File: config.mk
export PLATFORM = sky130hd
export DESIGN_NAME = key_input_port
export DESIGN_NICKNAME = d
export VERILOG_FILES = /design/src/rtl/key_input_port_pkg.sv /design/src/rtl/key_debounce.sv /design/src/rtl/key_input_port.sv
export SDC_FILE = /design/constraint.sdc
export NUM_CORES = 1
export LEC_CHECK = 0
export CAP_MARGIN = 5
export CORE_MARGIN = 10
export CORE_UTILIZATION = 57
export CTS_CLUSTER_SIZE = 40
export DETAILED_ROUTE_END_ITERATION = 8
export PLACE_DENSITY_LB_ADDON = 0.25
export SLEW_MARGIN = 20
export SYNTH_ARGS = -nofsm -noshare
export SYNTH_HDL_FRONTEND = slang
export SYNTH_SLANG_ARGS = --single-unit
File: constraint.sdc
create_clock -name clk -period 4.5 [get_ports clk]
set_clock_uncertainty 0.15 [all_clocks]
set_input_delay 0.675 -clock clk [delete_from_list [all_inputs] [get_ports clk]]
set_output_delay 0.675 -clock clk [all_outputs]
set_load 0.005 [all_outputs]
File: src/rtl/key_input_port_pkg.sv
// Shared definitions for the key input port: register offsets, event and
// status bit positions, the pending-event payload type and the event packer.
package key_input_port_pkg;

  localparam int REG_STATE  = 0;
  localparam int REG_STATUS = 1;
  localparam int REG_EVENT  = 2;

  localparam int EV_VALID  = 15;
  localparam int EV_REPEAT = 9;
  localparam int EV_PRESS  = 8;

  localparam int ST_NONEMPTY  = 0;
  localparam int ST_COUNT_LSB = 1;
  localparam int ST_OVERFLOW  = 5;

  typedef struct packed {
    logic rpt;
    logic press;
  } key_ev_t;

  function automatic logic [15:0] make_event(input key_ev_t ev, input logic [3:0] idx);
    logic [15:0] w;
    w            = '0;
    w[EV_VALID]  = 1'b1;
    w[EV_REPEAT] = ev.rpt;
    w[EV_PRESS]  = ev.press;
    w[3:0]       = idx;
    return w;
  endfunction

endpackage

File: src/rtl/key_debounce.sv
// One key: 2-FF synchroniser, mismatch-run debouncer and pending-event flag.
// Optional auto-repeat timer is built only when KEY_REPEAT_EN is defined.
module key_debounce
  import key_input_port_pkg::*;
#(
  parameter int DEBOUNCE_CYCLES = 120000
`ifdef KEY_REPEAT_EN
  , parameter int REPEAT_DELAY  = 6000000
  , parameter int REPEAT_PERIOD = 1200000
`endif
) (
  input  logic    clk,
  input  logic    reset,
  input  logic    key,
  input  logic    ack,
  output logic    state,
  output logic    pending,
  output key_ev_t ev
);

  localparam int CW = (DEBOUNCE_CYCLES > 1) ? $clog2(DEBOUNCE_CYCLES) : 1;

  logic          sync1;
  logic          sync2;
  logic [CW-1:0] cnt;

`ifdef KEY_REPEAT_EN
  localparam int RMAX = (REPEAT_DELAY > REPEAT_PERIOD) ? REPEAT_DELAY : REPEAT_PERIOD;
  localparam int RW   = $clog2(RMAX + 1);

  logic [RW-1:0] rcnt;
  logic          rfirst;
  logic [RW-1:0] rlimit;

  // First repeat waits the long delay, later ones the short period.
  assign rlimit = rfirst ? RW'(REPEAT_DELAY - 1) : RW'(REPEAT_PERIOD - 1);
`endif

  always_ff @(posedge clk) begin
    if (reset) begin
      sync1   <= 1'b0;
      sync2   <= 1'b0;
      cnt     <= '0;
      state   <= 1'b0;
      pending <= 1'b0;
      ev      <= '0;
`ifdef KEY_REPEAT_EN
      rcnt    <= '0;
      rfirst  <= 1'b1;
`endif
    end else begin
      sync1 <= key;
      sync2 <= sync1;
      if (ack) pending <= 1'b0;
`ifdef KEY_REPEAT_EN
      if (!state) begin
        rcnt   <= '0;
        rfirst <= 1'b1;
      end else if (rcnt == rlimit) begin
        rcnt    <= '0;
        rfirst  <= 1'b0;
        pending <= 1'b1;
        ev      <= '{rpt: 1'b1, press: 1'b1};
      end else begin
        rcnt <= rcnt + RW'(1);
      end
`endif
      // A state flip is written last so a release beats a same-cycle repeat.
      if (sync2 == state) begin
        cnt <= '0;
      end else if (cnt == CW'(DEBOUNCE_CYCLES - 1)) begin
        cnt     <= '0;
        state   <= sync2;
        pending <= 1'b1;
        ev      <= '{rpt: 1'b0, press: sync2};
      end else begin
        cnt <= cnt + CW'(1);
      end
    end
  end

endmodule

File: src/rtl/key_input_port.sv
// CPU-readable key input peripheral: per-key debouncers, event FIFO, push
// arbiter and I/O register decode. Optional auto-repeat: KEY_REPEAT_EN.
module key_input_port
  import key_input_port_pkg::*;
#(
  parameter int          NKEYS           = 4,
  parameter int          DEBOUNCE_CYCLES = 120000,
  parameter int          FIFO_DEPTH      = 8,
  parameter logic [15:0] BASE_ADDR       = 16'h0004
`ifdef KEY_REPEAT_EN
  , parameter int        REPEAT_DELAY    = 6000000
  , parameter int        REPEAT_PERIOD   = 1200000
`endif
) (
  input  logic             clk,
  input  logic             reset,
  input  logic [NKEYS-1:0] key,
  input  logic [15:0]      addr,
  input  logic [15:0]      bus,
  input  logic             DI,
  input  logic             DO,
  output logic [15:0]      busin,
  output logic             irq
);

  localparam int          AW       = $clog2(FIFO_DEPTH);
  localparam logic [15:0] A_STATE  = BASE_ADDR + 16'(REG_STATE);
  localparam logic [15:0] A_STATUS = BASE_ADDR + 16'(REG_STATUS);
  localparam logic [15:0] A_EVENT  = BASE_ADDR + 16'(REG_EVENT);

  // Event handshake: a debouncer raises pending (valid) with its payload and
  // holds both until ack; ack is a one-cycle grant on the clk the arbiter
  // takes the event, whether it is pushed or dropped on a full FIFO.
  logic [NKEYS-1:0] state;
  logic [NKEYS-1:0] pending;
  logic [NKEYS-1:0] ack;
  key_ev_t          ev [NKEYS];

  for (genvar i = 0; i < NKEYS; i++) begin : g_key
    key_debounce #(
      .DEBOUNCE_CYCLES(DEBOUNCE_CYCLES)
`ifdef KEY_REPEAT_EN
      , .REPEAT_DELAY (REPEAT_DELAY)
      , .REPEAT_PERIOD(REPEAT_PERIOD)
`endif
    ) u_debounce (
      .clk    (clk),
      .reset  (reset),
      .key    (key[i]),
      .ack    (ack[i]),
      .state  (state[i]),
      .pending(pending[i]),
      .ev     (ev[i])
    );
  end

  logic          grant_valid;
  logic [3:0]    grant_idx;
  key_ev_t       grant_ev;

  // Lowest pending index wins; isolating the lowest set bit gives the ack.
  always_comb begin
    grant_valid = |pending;
    grant_idx   = '0;
    grant_ev    = '0;
    ack         = pending & (~pending + NKEYS'(1));
    for (int i = NKEYS - 1; i >= 0; i--) begin
      if (pending[i]) begin
        grant_idx = 4'(i);
        grant_ev  = ev[i];
      end
    end
  end

  logic [15:0] mem [FIFO_DEPTH];
  logic [AW:0] wr_ptr;
  logic [AW:0] rd_ptr;
  logic [AW:0] count;
  logic [AW:0] count_next;
  logic        empty;
  logic        full;
  logic        push;
  logic        pop;
  logic        drop;
  logic        sel_event;
  logic        sel_event_q;
  logic        di_q;
  logic        ov_clear;
  logic        overflow;

  assign sel_event  = DO && (addr == A_EVENT);
  assign count      = wr_ptr - rd_ptr;
  assign empty      = (count == '0);
  assign full       = (count == (AW + 1)'(FIFO_DEPTH));
  // Pop on the falling edge of the event-register access, so the head stays put while it is read.
  assign pop        = sel_event_q && !sel_event && !empty;
  assign push       = grant_valid && (!full || pop);
  assign drop       = grant_valid && full && !pop;
  assign ov_clear   = DI && !di_q && (addr == A_STATUS) && bus[ST_OVERFLOW];
  assign count_next = (wr_ptr + (AW + 1)'(push)) - (rd_ptr + (AW + 1)'(pop));

  always_ff @(posedge clk) begin
    if (push) mem[wr_ptr[AW-1:0]] <= make_event(grant_ev, grant_idx);
  end

  always_ff @(posedge clk) begin
    if (reset) begin
      wr_ptr      <= '0;
      rd_ptr      <= '0;
      sel_event_q <= 1'b0;
      di_q        <= 1'b0;
      overflow    <= 1'b0;
      irq         <= 1'b0;
    end else begin
      sel_event_q <= sel_event;
      di_q        <= DI;
      if (push) wr_ptr <= wr_ptr + (AW + 1)'(1);
      if (pop)  rd_ptr <= rd_ptr + (AW + 1)'(1);
      if (ov_clear) overflow <= 1'b0;
      if (drop)     overflow <= 1'b1;
      irq <= (count_next != '0);
    end
  end

  logic [3:0]  count_sat;
  logic [15:0] status_word;
  logic [15:0] head_word;

  always_comb begin
    count_sat = (32'(count) > 15) ? 4'd15 : 4'(count);
    status_word                             = '0;
    status_word[ST_OVERFLOW]                = overflow;
    status_word[ST_COUNT_LSB +: 4]          = count_sat;
    status_word[ST_NONEMPTY]                = !empty;
    head_word = empty ? 16'h0000 : mem[rd_ptr[AW-1:0]];
    busin = 16'h0000;
    if (DO) begin
      if (addr == A_STATE)  busin = 16'(state);
      if (addr == A_STATUS) busin = status_word;
      if (addr == A_EVENT)  busin = head_word;
    end
  end

  logic unused_bus;
  assign unused_bus = ^{bus[15:6], bus[4:0]};

endmodule

# --- Word-level counts from Yosys, hierarchy flattened ---
# Memories as Yosys holds them, arrays and structs flattened. A register that Yosys moved wholly into a read port is not among the register bits.
# Index checks and enable logic that the tools add are counted.
totals:
  memories: 1
  ff_bits: 96
  mem_bits_rw: 48
  in_bits: 40
  output_inout_bits: 17
mem_list:
  columns: ["memory", "words", "width", "rd", "rd_ports_with_merged_regs", "wr", "line_no", "text"]
  rows:
  - ["mem", 8, 6, 1, 1, 1, "key_input_port.sv:75", "logic [15:0] mem [FIFO_DEPTH];"]
op_classes:
  n_mux: 31
  reduce_logical: 27
  eq_ne: 12
  n_bitwise: 6
  addsub: 11
op_table:
  columns: ["operator", "count"]
  rows:
  - ["$add 17x1->17 const B", 4]
  - ["$eq 17x17->1 const B", 4]
  - ["$mux 16", 4]
  - ["$eq 16x3->1 const B", 3]
  - ["$mux 1", 17]
  - ["$mux 4", 4]
  - ["$add 4x1->4 const B", 3]
  - ["$reduce_or 3->1", 4]
  - ["$logic_and 1x1->1", 9]
  - ["$add 4x1->4", 2]
  - ["$mux 2", 4]
  - ["$reduce_and 2->1", 4]
  - ["$sub 4x4->4", 2]
  - ["$mux 3", 2]
  - ["$logic_not 1->1", 5]
  - ["$and 4x4->4", 1]
  - ["$eq 1x1->1", 4]
  - ["$eq 4x4->1 const B", 1]
  - ["$logic_not 4->1", 1]
  - ["$not 1->1", 4]
  - ["$not 4->4", 1]
  - ["$reduce_bool 4->1", 1]
  - ["$reduce_or 4->1", 1]
  - ["$reduce_bool 2->1", 1]
  - ["$logic_or 1x1->1", 1]

# --- Logic depth before layout (Yosys ltp) ---
depth:
  depth_word: 10
  depth_mapped: 16

# --- Cells and area by module ---
# Synthesis repeated with hierarchy kept, for this count alone.
unflattened:
  cells_unflattened: 635
  area_unflattened_um2: 6359.8
by_module_without_submodules:
  columns: ["module", "instances", "area_per_inst_um2", "cells_per_inst"]
  rows:
  - ["key_debounce", 4, 967.2, 108]
  - ["key_input_port", 1, 2491.1, 203]

# --- Worst setup path before layout ---
# Ideal clock, no wire load.
synth_timing:
  path_kind: "flip-flop to flip-flop"
  from: "register wr_ptr[0]"
  to: "register irq"
  slack_ns: 0.510
  path_buffers: 0
  t_required_ns: 4.218
  path_stages_with_launch: 16
  t_arrival_ns: 3.708
  synth_period_minus_slack_ns: 3.990
  path_cell_list: "dfxtp_1 inv_1 ha_1 inv_1 fa_1 or3b_1 o21ba_2 nor2_1 inv_1 fa_1 ha_1 ha_1 fa_1 xnor2_1 xnor2_1 a21oi_1"
synth_between:
  elab_chain_len: 9
  elab_cells_between_ends: 12
synth_rtl:
  columns: ["item", "line_no", "text"]
  rows:
  - ["start: declaration", "key_input_port.sv:76", "logic [AW:0] wr_ptr;"]
  - ["start signal: assignment", "key_input_port.sv:117", "if (push) wr_ptr <= wr_ptr + (AW + 1)'(1);"]
  - ["$sub 4x4->4", "key_input_port.sv:92", "assign count = wr_ptr - rd_ptr;"]
  - ["$logic_not 4->1", "key_input_port.sv:93", "assign empty = (count == '0);"]
  - ["$logic_not 1->1", "key_input_port.sv:96", "assign pop = sel_event_q && !sel_event && !empty;"]
  - ["$logic_and 1x1->1", "key_input_port.sv:96", null]
  - ["$logic_or 1x1->1", "key_input_port.sv:97", "assign push = grant_valid && (!full || pop);"]
  - ["$logic_and 1x1->1", "key_input_port.sv:97", null]
  - ["$add 4x1->4", "key_input_port.sv:100", "assign count_next = (wr_ptr + (AW + 1)'(push)) - (rd_ptr + (AW + 1)'(pop));"]
  - ["$sub 4x4->4 *", "key_input_port.sv:100", null]
  - ["$reduce_bool 4->1 *", "key_input_port.sv:121", "irq <= (count_next != '0);"]
  - ["end signal: assignment", "key_input_port.sv:121", null]
  - ["end: declaration", "key_input_port.sv:23", "output logic irq"]
# Mark *: on every way between the ends. The rest lies on a longest branch, timed or not.
# A chain may end at the register's enable or synchronous reset.

# --- Worst setup path after layout ---
# Same ends and word-level chain as after synthesis.

==> summary.md <==
| Metric | Value |
|---|---|
| First-pass GRT wire length | roughly 19000 um |
| Initial drt markers | 210 |
| Initial antenna violation count | 0 |
| TritonCTS clock tree | built |
| Netlist cell types | 51 |
| Worst Path Max Fanout | 5 |
| Largest net degree at the start of global routing | 21 |
| Placed inst area | 5990 um2 |
| Fin crit share | 92.7% |
| Slowest cell on the critical path | fa_1 |
| Post-Syn Area | around 5600 um2 |
| Maximum root-to-sink buffer count | 2 |
| Status | completed |
| Slew margin rel. | 42.2% |
| Via count of the first global-routing pass | around 4100 |
| PortBufs | 33 |
| WP data required | between 4 and 5 ns |
| Net count reported at finish | 662 |
| Post-DRT Antenna Nets | 0 |
| WL final | 10800 um |
| Most frequent cell after synthesis | nor2_1 |
| H-tree lvl count | 4 |
| Clock-pin slew on the worst setup and hold paths | about 0.060 ns |
| Crit path max-delay family | adder cells |
| Tot GR Track Use | roughly 16% |
| Share of the synthesized area in the top cell type | between 30% and 40% |
| Setup crit end kind | flop |
| Hold Crit Class | reg2reg |
| Startpoint types | flop |
| Slack of the critical path | 0.330 ns |
| Most instantiated cells after synthesis | nor2_1, dfxtp_1, xor2_1 |
| Arrival time worst endpoint | around 4.4 ns |
| Cell accounting for the most synthesized area | dfxtp_1 |
| Ant. Diodes | 0 |
| Synthesis Warnings | 0 |
| Num CTS Buffers | 17 |
| 1st-pass router iterations | 4 |
| Core footprint | 9680 um2 |
| WS Path Type | reg2reg |
| P per Cell Area | 375 nW/um2 |
| Fmax | 0.240 GHz |
| Via/cell ratio | 5.29 |
| Setup TNS | 0 ns |
| Sequential area share after synthesis | 48.4% |
| Mean Syn Cell Area | 9.87 um2 |
| Area of the multi-input gates | 2670 um2 |
| Ys async rst share | 0% |
| CP bufs+invs | 3 |
| Max Slew Vio Count | 0 |
| Post-CTS setup buffers | 0 |
| Chip height | between 100 and 150 um |
| Residual DRC | 0 |
| Register area | roughly 2700 um2 |
| Die area | 14200 um2 |
| Setup Viol. Count Final | 0 |
| Min cycle time layout | 4.17 ns |
| Clock sink count | 123 |
| Worst Setup SP | wr_ptr[0] |
| Routed length per instance | 14.4 um |
| Max Cap Violations | 0 |
| Final hold violations | 0 |
| GRT overflow | 0 |
| Row cnt | 36 |
| Number of synthesized flops with an enable pin | 24 |
| Final Instance Area | around 6600 um2 |
| Hold slack | 0.288 ns |
| Worst stage delay on the critical path | 0.45 ns |
| Max VDD drop | 0.000214 V |
| RSZ-0062 raised after global routing | no |
| HP Start | g_key[0].u_debounce.sync1 |
| Mapped Cells | 566 |
| Detailed placement HPWL | 7620 um |
| Placer Congestion | 0.833 |
| Register bit total from synthesis | 123 |
| Root buffer cell | clkbuf_8 |
| Critical Path, Cell by Cell | inv_1, ha_1, inv_1, fa_1, xor2_1, or3b_1, o21ba_2, nor2_2, inv_1, fa_1, fa_1, ha_1, fa_1, xnor2_1, xnor2_1, a21oi_1 |
| Die W | 119 um |
| DR vias | 3972 |
| Clk_lat worst skew | 0.52 ns |
| Top FF cell, synth | dfxtp_1 |
| Pre-CTS WS | 0.254 ns |
| Fillers | 740 |
| Area Overhead vs Synth | 17.3% |
| IO Pins | 57 |
| Initial core utilization | 57.7% |
| Top cells by area, synth | dfxtp_1, edfxtp_1, nor2_1 |
| Worst R2R Start | wr_ptr[0] |
| Leak | 2.23 nW |
| CP most frequent cell | fa_1 |
| Ratio of cells with drive above 1 in the final layout | 8.90% |
| Worst-Margin Slew | 0.861 ns |
==> path summary, 6_finish.rpt <==
check / to / slack [ns] / cells after the start
setup / recovery: irq / 0.33 / 16
hold / removal: g_key[0].u_debounce.sync2 / 0.29 / 1
setup reg to reg: irq / 0.33 / 16
hold reg to reg: g_key[0].u_debounce.sync2 / 0.29 / 1
==> routing by layer <==
| layer | share of wire (%) | up-vias | wire [um] | track usage, % |
|---|---|---|---|---|
| met4 | 1.7 | 0 | 189 | 6.64 |
| met1 | 44 | 1899 | 4810 | 18.5 |
| met2 | 50 | 77 | 5450 | 27.6 |
| met5 | 0 | - | 0 | 0 |
| li1 | - | 1981 | - | - |
| met3 | 3.5 | 15 | 382 | 4.06 |
==> state kept, by name (all words and copies together), names as in the netlist, 2 cells and up, named ones only <==
signal	flops
g_key.u_debounce.sync2	4
g_key.u_debounce.cnt	68
g_key.u_debounce.pending	4
g_key.u_debounce.sync1	4
mem	24
wr_ptr	4
g_key.u_debounce.ev	2
g_key.u_debounce.state	2
rd_ptr	4
==> worst register-to-register path, delay by kind of cell (launching register included) <==
family	cells	cell delay (ns)
compound gates	2	0.30
flops	1	0.31
xor+xnor	3	0.54
buf+inv	3	0.34
simple gates	2	0.37
fa+ha+maj	6	2.08
==> report_power, final <==
group	switching, W	internal [W]	leakage [nW]
Combinational	0.0000207	0.0000258	0.931
Sequential	0.00000267	0.00112	1.02
Clock	0.000457	0.000829	0.276
Total	0.000480	0.00198	2.23
==> cell families (layout without fill, tap and decap cells) <==
| group | after synthesis | in the layout | synth area share [%] |
|---|---|---|---|
| buf+inv | 48 | 93 | 4.48 |
| simple gates | 263 | 263 | 23.7 |
| other cells | 1 | 8 | 0.0671 |
| mux | 20 | 20 | 4.99 |
| fa+ha+maj | 17 | 17 | 4.34 |
| xor+xnor | 70 | 70 | 11.0 |
| compound gates | 24 | 24 | 3.09 |
| flops | 123 | 123 | 48.4 |
==> layout by cell type, fill, tap and decap left out, drive strengths merged, types with 9 or more instances in the layout <==
| cell | synthesis | routed |
|---|---|---|
| xnor2 | 32 | 32 |
| nor2 | 113 | 113 |
| nand4 | 11 | 11 |
| dfxtp | 99 | 99 |
| nor4 | 10 | 10 |
| nand3 | 30 | 30 |
| xor2 | 38 | 38 |
| clkdlybuf4s50 | 0 | 33 |
| nand2 | 30 | 30 |
| inv | 22 | 23 |
| ha | 13 | 13 |
| clkbuf | 7 | 25 |
| a21oi | 9 | 9 |
| edfxtp | 24 | 24 |
| mux2i | 11 | 11 |
| nor2b | 15 | 15 |
| nor3 | 11 | 11 |
| and3 | 9 | 9 |
==> final cells by class <==
class                   instances  share of cell area [%]
multi-input cells             402                    40.7
well taps                     133                    2.54
repair buffers                 39                    5.73
inverters                      22                    1.26
flip-flops and latches        123                    41.2
clock inverters                 7                    1.36
clock buffers                  25                    7.23
==> per-stage QoR <==
stage / utilization (%) / total power (W) / instances
final: 67.7 / 0.00246 / 751
after global routing: 67.7 / 0.00252 / 751
after CTS: 67.7 / 0.00247 / 751
after detailed placement: 61.8 / 0.00120 / 719
after global placement: 61.8 / 0.00119 / 719
after floorplan: - / 0.00118 / 573
==> what timing repair did <==
action | 4_1_cts | 5_1_grt
setup endpoints to repair | 0 | 1
resized for setup | 0 | 1
hold buffers | 0 | 0
hold endpoints to repair | 0 | 0
Note: power is estimated with default switching activity, not from simulation.
